[src/rtl/ex_div_ctrl.sv]
// Radix-2 restoring divide sequencer for EX (DIV / DIVU), one quotient bit per cycle.
// Latency: ready_o rises DATA_W+1 edges after accept (2 edges for a zero divisor).
// Backpressure: stall_o holds IF..EX while start_i is up; result held in END until start_i drops.
//
// Ports:
//   clk_i, rst_i           clock, asynchronous active-low reset
//   start_i, annul_i       divide request (held by EX) / flush that cancels the divide
//   signed_i               1 = DIV, 0 = DIVU; sampled with the accept
//   opdata1_i, opdata2_i   dividend / divisor; sampled only on the accept cycle
//   result_o, ready_o      {remainder, quotient} and its valid flag
//   stall_o                combinational stall request to the stall unit
module ex_div_ctrl #(
    parameter int DATA_W = 32,
    parameter int CNT_W  = 6
) (
    input  logic                  clk_i,
    input  logic                  rst_i,
    input  logic                  start_i,
    input  logic                  annul_i,
    input  logic                  signed_i,
    input  logic [DATA_W-1:0]     opdata1_i,
    input  logic [DATA_W-1:0]     opdata2_i,
    output logic [2*DATA_W-1:0]   result_o,
    output logic                  ready_o,
    output logic                  stall_o
);

    typedef enum logic [1:0] {
        S_IDLE    = 2'd0,
        S_DIVZERO = 2'd1,
        S_ON      = 2'd2,
        S_END     = 2'd3
    } state_t;

    localparam logic [DATA_W-1:0] ONE      = DATA_W'(1);
    localparam logic [DATA_W-1:0] ZERO     = '0;
    localparam logic [CNT_W-1:0]  CNT_ONE  = CNT_W'(1);
    localparam logic [CNT_W-1:0]  CNT_DONE = CNT_W'(DATA_W);

    state_t              state_q, state_d;
    logic [CNT_W-1:0]    cnt_q, cnt_d;
    // quo_q starts as |dividend| and shifts left; quotient bits enter at the lsb.
    logic [DATA_W-1:0]   quo_q, quo_d;
    logic [DATA_W-1:0]   rem_q, rem_d;
    logic [DATA_W-1:0]   dvs_q, dvs_d;
    logic                sign_a_q, sign_a_d;
    logic                sign_b_q, sign_b_d;
    logic [2*DATA_W-1:0] result_q, result_d;
    logic                ready_q, ready_d;

    logic                neg_a, neg_b;
    logic [DATA_W-1:0]   abs_a, abs_b;
    logic [DATA_W:0]     r_ext, diff;
    logic [DATA_W-1:0]   quo_fin, rem_fin;
    logic                accept;

    // Operand magnitudes; sign flags are only ever set for signed divides, so the
    // final sign fix-up is a no-op for DIVU.
    assign neg_a = signed_i & opdata1_i[DATA_W-1];
    assign neg_b = signed_i & opdata2_i[DATA_W-1];
    assign abs_a = neg_a ? (~opdata1_i + ONE) : opdata1_i;
    assign abs_b = neg_b ? (~opdata2_i + ONE) : opdata2_i;

    // Trial subtract keeps the bit shifted out of the partial remainder, so divisors
    // with their msb set still divide correctly. diff[DATA_W] set means r < |b|.
    assign r_ext = {rem_q, quo_q[DATA_W-1]};
    assign diff  = r_ext - {1'b0, dvs_q};

    assign quo_fin = (sign_a_q ^ sign_b_q) ? (~quo_q + ONE) : quo_q;
    assign rem_fin = sign_a_q ? (~rem_q + ONE) : rem_q;

    assign accept = start_i & ~annul_i;

    always_comb begin
        state_d  = state_q;
        cnt_d    = cnt_q;
        quo_d    = quo_q;
        rem_d    = rem_q;
        dvs_d    = dvs_q;
        sign_a_d = sign_a_q;
        sign_b_d = sign_b_q;
        result_d = result_q;
        ready_d  = ready_q;

        case (state_q)
            S_IDLE: begin
                ready_d = 1'b0;
                if (accept) begin
                    sign_a_d = neg_a;
                    sign_b_d = neg_b;
                    dvs_d    = abs_b;
                    rem_d    = ZERO;
                    cnt_d    = '0;
                    if (opdata2_i == ZERO) begin
                        quo_d   = ZERO;
                        state_d = S_DIVZERO;
                    end else begin
                        quo_d   = abs_a;
                        state_d = S_ON;
                    end
                end
            end

            // Quotient and remainder are already zero. Spend one cycle here so the
            // result is registered by the same finalize step the normal path uses.
            S_DIVZERO: begin
                if (annul_i) begin
                    ready_d = 1'b0;
                    state_d = S_IDLE;
                end else if (cnt_q == '0) begin
                    cnt_d = CNT_ONE;
                end else begin
                    result_d = {rem_fin, quo_fin};
                    ready_d  = 1'b1;
                    state_d  = S_END;
                end
            end

            S_ON: begin
                if (annul_i) begin
                    ready_d = 1'b0;
                    state_d = S_IDLE;
                end else if (cnt_q != CNT_DONE) begin
                    rem_d = diff[DATA_W] ? r_ext[DATA_W-1:0] : diff[DATA_W-1:0];
                    quo_d = {quo_q[DATA_W-2:0], ~diff[DATA_W]};
                    cnt_d = cnt_q + CNT_ONE;
                end else begin
                    result_d = {rem_fin, quo_fin};
                    ready_d  = 1'b1;
                    state_d  = S_END;
                end
            end

            S_END: begin
                if (annul_i || !start_i) begin
                    ready_d = 1'b0;
                    state_d = S_IDLE;
                end
            end

            default: begin
                ready_d = 1'b0;
                state_d = S_IDLE;
            end
        endcase
    end

    always_ff @(posedge clk_i or negedge rst_i) begin
        if (!rst_i) begin
            state_q  <= S_IDLE;
            cnt_q    <= '0;
            quo_q    <= '0;
            rem_q    <= '0;
            dvs_q    <= '0;
            sign_a_q <= 1'b0;
            sign_b_q <= 1'b0;
            result_q <= '0;
            ready_q  <= 1'b0;
        end else begin
            state_q  <= state_d;
            cnt_q    <= cnt_d;
            quo_q    <= quo_d;
            rem_q    <= rem_d;
            dvs_q    <= dvs_d;
            sign_a_q <= sign_a_d;
            sign_b_q <= sign_b_d;
            result_q <= result_d;
            ready_q  <= ready_d;
        end
    end

    assign result_o = result_q;
    assign ready_o  = ready_q;
    // Gated by rst_i so the stall unit sees no request while reset is asserted,
    // even if EX is still holding start_i.
    assign stall_o  = rst_i & accept & (state_q != S_END);

endmodule

[config.mk]
export PLATFORM = sky130hd
export DESIGN_NAME = ex_div_ctrl
export DESIGN_NICKNAME = d
export VERILOG_FILES = /design/src/rtl/ex_div_ctrl.sv
export SDC_FILE = /design/constraint.sdc
export NUM_CORES = 1
export LEC_CHECK = 0
export ABC_AREA = 0
export BUFFER_PORTS_ARGS = -buffer_cell sky130_fd_sc_hd__buf_2
export CORE_MARGIN = 1.5
export CORE_UTILIZATION = 35
export CTS_CLUSTER_DIAMETER = 100
export DETAILED_ROUTE_END_ITERATION = 7
export HOLD_SLACK_MARGIN = 0.06
export PLACE_DENSITY_LB_ADDON = 0.1
export SETUP_SLACK_MARGIN = 0.02
export SLEW_MARGIN = 25
export SYNTH_ARGS = -nofsm -noshare
export SYNTH_HDL_FRONTEND = slang
export SYNTH_SLANG_ARGS = --single-unit
[constraint.sdc]
create_clock -name clk_i -period 3.5 [get_ports clk_i]
set_input_delay 0.35 -clock clk_i [delete_from_list [all_inputs] [get_ports clk_i]]
set_output_delay 0.35 -clock clk_i [all_outputs]
set_load 0.01 [all_outputs]
==> impl_metrics.toml <==
[run_status]
status = "finished, final reports clean"

[synthesis]
ys_warn_count = 0
avgSynthCellArea_um2 = 8.201
ys_seq_elements = 171
synthCells = 1377
synthArstFlopShare_pct = 100.0
synthesis.area_um2 = 11290
syn_nets = 1490
seq_area_frac_synth_pct = 37.89
yosys.cell_types.count = 65
synth_edf_count = 0
ys.flop_type = "dfrtp_1"

[cts]
insertion_delay_ps = 440
clk_pin_slew_ps = 70
cts_tree = "done"
cts.htree.levels = 4
root_buffer = "clkbuf_16"
cts_sinks = 171
cts_made_buffers = 17
cts_buffer_depth = 2

[worst_setup_path]
crit_slowest_cell = "or4_4"
cp_max_fo = 5
critPathKind = "reg -> reg"
critPathMaxStageDelay_ps = 520
startpoint_type = "register"
worstPathCellList = "or3_4 > nand2b_4 > or3_4 > or4_4 > or4_4 > nand2b_4 > o31ai_2 > xor2_1 > o21ai_1"
required_ps = 3810
critPathCaptureType = "register"
worstPathArrival_ps = 3550

[placement]
placed_area_um2 = 12490
gp_congestion = 0.8425
portBuffers = 134
place_hpwl_um = 23490

[global_route]
grt_pass1_vias = 9174
antenna_found_initial = 0
grt_usage_pct = 19.23
grt_overflow = 0
grt_max_degree = 172
grt_pass1_wl_um = 50540

[timing]
period_share_pct = 92.71
layout_min_cycle_time_ps = 3245
slew_violations = 0
finalSetupTns_ps = 0
slew_headroom_pct = 48.93
setup_violations = 0
finalHoldViolCount = 0
worstMarginPinSlew_ps = 765.7
fin_skew_ps = 10.96
rsz0062_at_grt = "false"
max_freq_mhz = 308.2

[pwr]
swShare_pct = 47.04
seqPwrFrac_pct = 25.8
pwr-share-clk_pct = 15.7
combPwrFrac_pct = 58.4
internal_power_mw = 7.252
p_sw_mw = 6.441
power_density_nw_per_um2 = 1037
max-vdd-ir-drop_mv = 0.5337
cellLeakagePower_nw = 6.051

[floorplanning]
rows = 65
dieHeight_um = 182.6
die-area_um2 = 33350
initial_core_util_pct = 35.70
die_w_um = 182.6
ioPinCount = 135
core_area_um2 = 31640

[cells_and_area]
layout_commonest_cell = "nand2_1"
fill_cells = 3203
final_area_um2 = 13210
drive_gt1_share_pct = 15.27
diodes = 0
synthToLayoutAreaGrowth_pct = 16.95
final_cell_mix = "218 x nand2_1, 193 x o21ai_0, 171 x dfrtp_1, 133 x buf_2, 101 x a21oi_1"
nets = 1606

[detailed_routing]
num_vias = 9896
routed_wl_um = 31580
drt_iter0_drc = 515
avgRoutedWirePerCell_um = 16.55
antenna_left = 0
route.detailed.drc = 0
viasPerCell = 5.187
first_pass_iters = 5

[job]
drv_cap = 0

[min_path]
hp-class = "in -> reg"
## synth_stat cells, types with 5 or more instances
library cell | instances | area share (%)
nand2_1 | 219 | 7.3
o21ai_0 | 194 | 8.6
dfrtp_1 | 171 | 38
a21oi_1 | 101 | 4.5
xor2_1 | 78 | 6.0
nor2_1 | 73 | 2.4
clkbuf_1 | 68 | 2.3
xnor2_1 | 68 | 5.3
inv_1 | 64 | 2.1
ha_1 | 43 | 4.8
nor3_1 | 35 | 1.6
nand3_1 | 26 | 1.2
o31ai_1 | 17 | 1.1
nor4_1 | 16 | 0.89
o211ai_1 | 16 | 1.1
o21ai_1 | 11 | 0.49
o41ai_1 | 11 | 0.85
a21o_1 | 10 | 0.66
or3_1 | 10 | 0.55
nand4_1 | 9 | 0.50
a31oi_1 | 8 | 0.44
mux2i_1 | 8 | 0.71
nand2b_1 | 8 | 0.44
or4_1 | 8 | 0.53
a32oi_1 | 6 | 0.47
and3_1 | 6 | 0.33
nor2b_1 | 6 | 0.33
o21a_1 | 5 | 0.33
o221ai_1 | 5 | 0.39
## per-layer routing
| layer | track usage [%] | share of wire [%] |
|---|---|---|
| met2 | 26.64 | 39 |
| met5 | 0 | 0 |
| met1 | 30.75 | 55 |
| met4 | 4.430 | 1.0 |
| met3 | 2.774 | 4.5 |
## registers in the layout (all words and copies together) (netlist names)
signal	count
result_o	64
dvs_q	32
quo_q	32
rem_q	32
cnt_q	6
state_q	2
ready_o	1
sign_a_q	1
sign_b_q	1
## cell type report
cell class,count,area (um2),share of cell area (%)
multi-input cells,1066,6481,49.07
flip-flops and latches,171,4279,32.40
repair buffers,173,1049,7.939
well taps,402,503.0,3.808
clock buffers,19,442.9,3.354
inverters,64,240.2,1.819
clock inverters,13,212.7,1.610
## critical path: cells and delay by family (launching register included)
kind | cells | cell delay, ps
compound gates | 2 | 320
xor+xnor | 1 | 190
flops | 1 | 440
simple gates | 6 | 2160
## metrics by stage
stage	cells	setup slack, ps	utilization (%)	power (mW)	hold slack (ps)
after global placement	1872	247.1	39.45	11.42	456.7
after detailed placement	1872	156.7	39.47	11.52	466.1
after global routing	1908	53.59	41.75	15.04	192.1
after floorplan	1377	288.4	-	9.240	54.41
final	1908	255.2	41.75	13.69	169.8
after CTS	1904	158.7	41.54	13.70	153.4
## kinds of logic (layout without fill, tap and decap cells)
logic type / after synthesis / after routing / share of synthesized area, %
AO/OA/AOI/OAI: 416 / 416 / 21.22
adder cells (fa/ha/maj): 44 / 44 / 4.941
multiplexers: 8 / 8 / 0.7091
XOR/XNOR: 146 / 146 / 11.32
flip-flops: 171 / 171 / 37.89
buffers and inverters: 140 / 269 / 4.919
AND/OR/NAND/NOR: 452 / 452 / 19.00
## final timing paths
path / from / to / slack (ps) / depth (start not counted)
worst max-delay path: rem_q[1] / result_o[63] / 260 / 9
worst min-delay path: annul_i / ready_o / 170 / 2
worst max register to register: rem_q[1] / result_o[63] / 260 / 9
worst min register to register: result_o[9] / result_o[9] / 470 / 2
max in group asynchronous: rst_i / result_o[24] / 2080 / 4
min in group asynchronous: rst_i / cnt_q[1] / 440 / 3
## power by group through the flow
stage	registers, mW	logic (mW)	clock network (mW)
6_report	3.54	8.00	2.15
5_1_grt	3.65	9.09	2.30
4_1_cts	3.53	7.97	2.20
3_5_place_dp	3.57	7.95	0
3_3_place_gp	3.54	7.87	0
2_1_floorplan	3.41	5.83	0
## timing repair
action,in CTS,in global routing
hold endpoints to repair,0,46
setup buffers,0,1
hold buffers,0,1
resized for setup,0,5
endpoints found under the setup margin,0,23
Power figures use the tool's default switching activity.
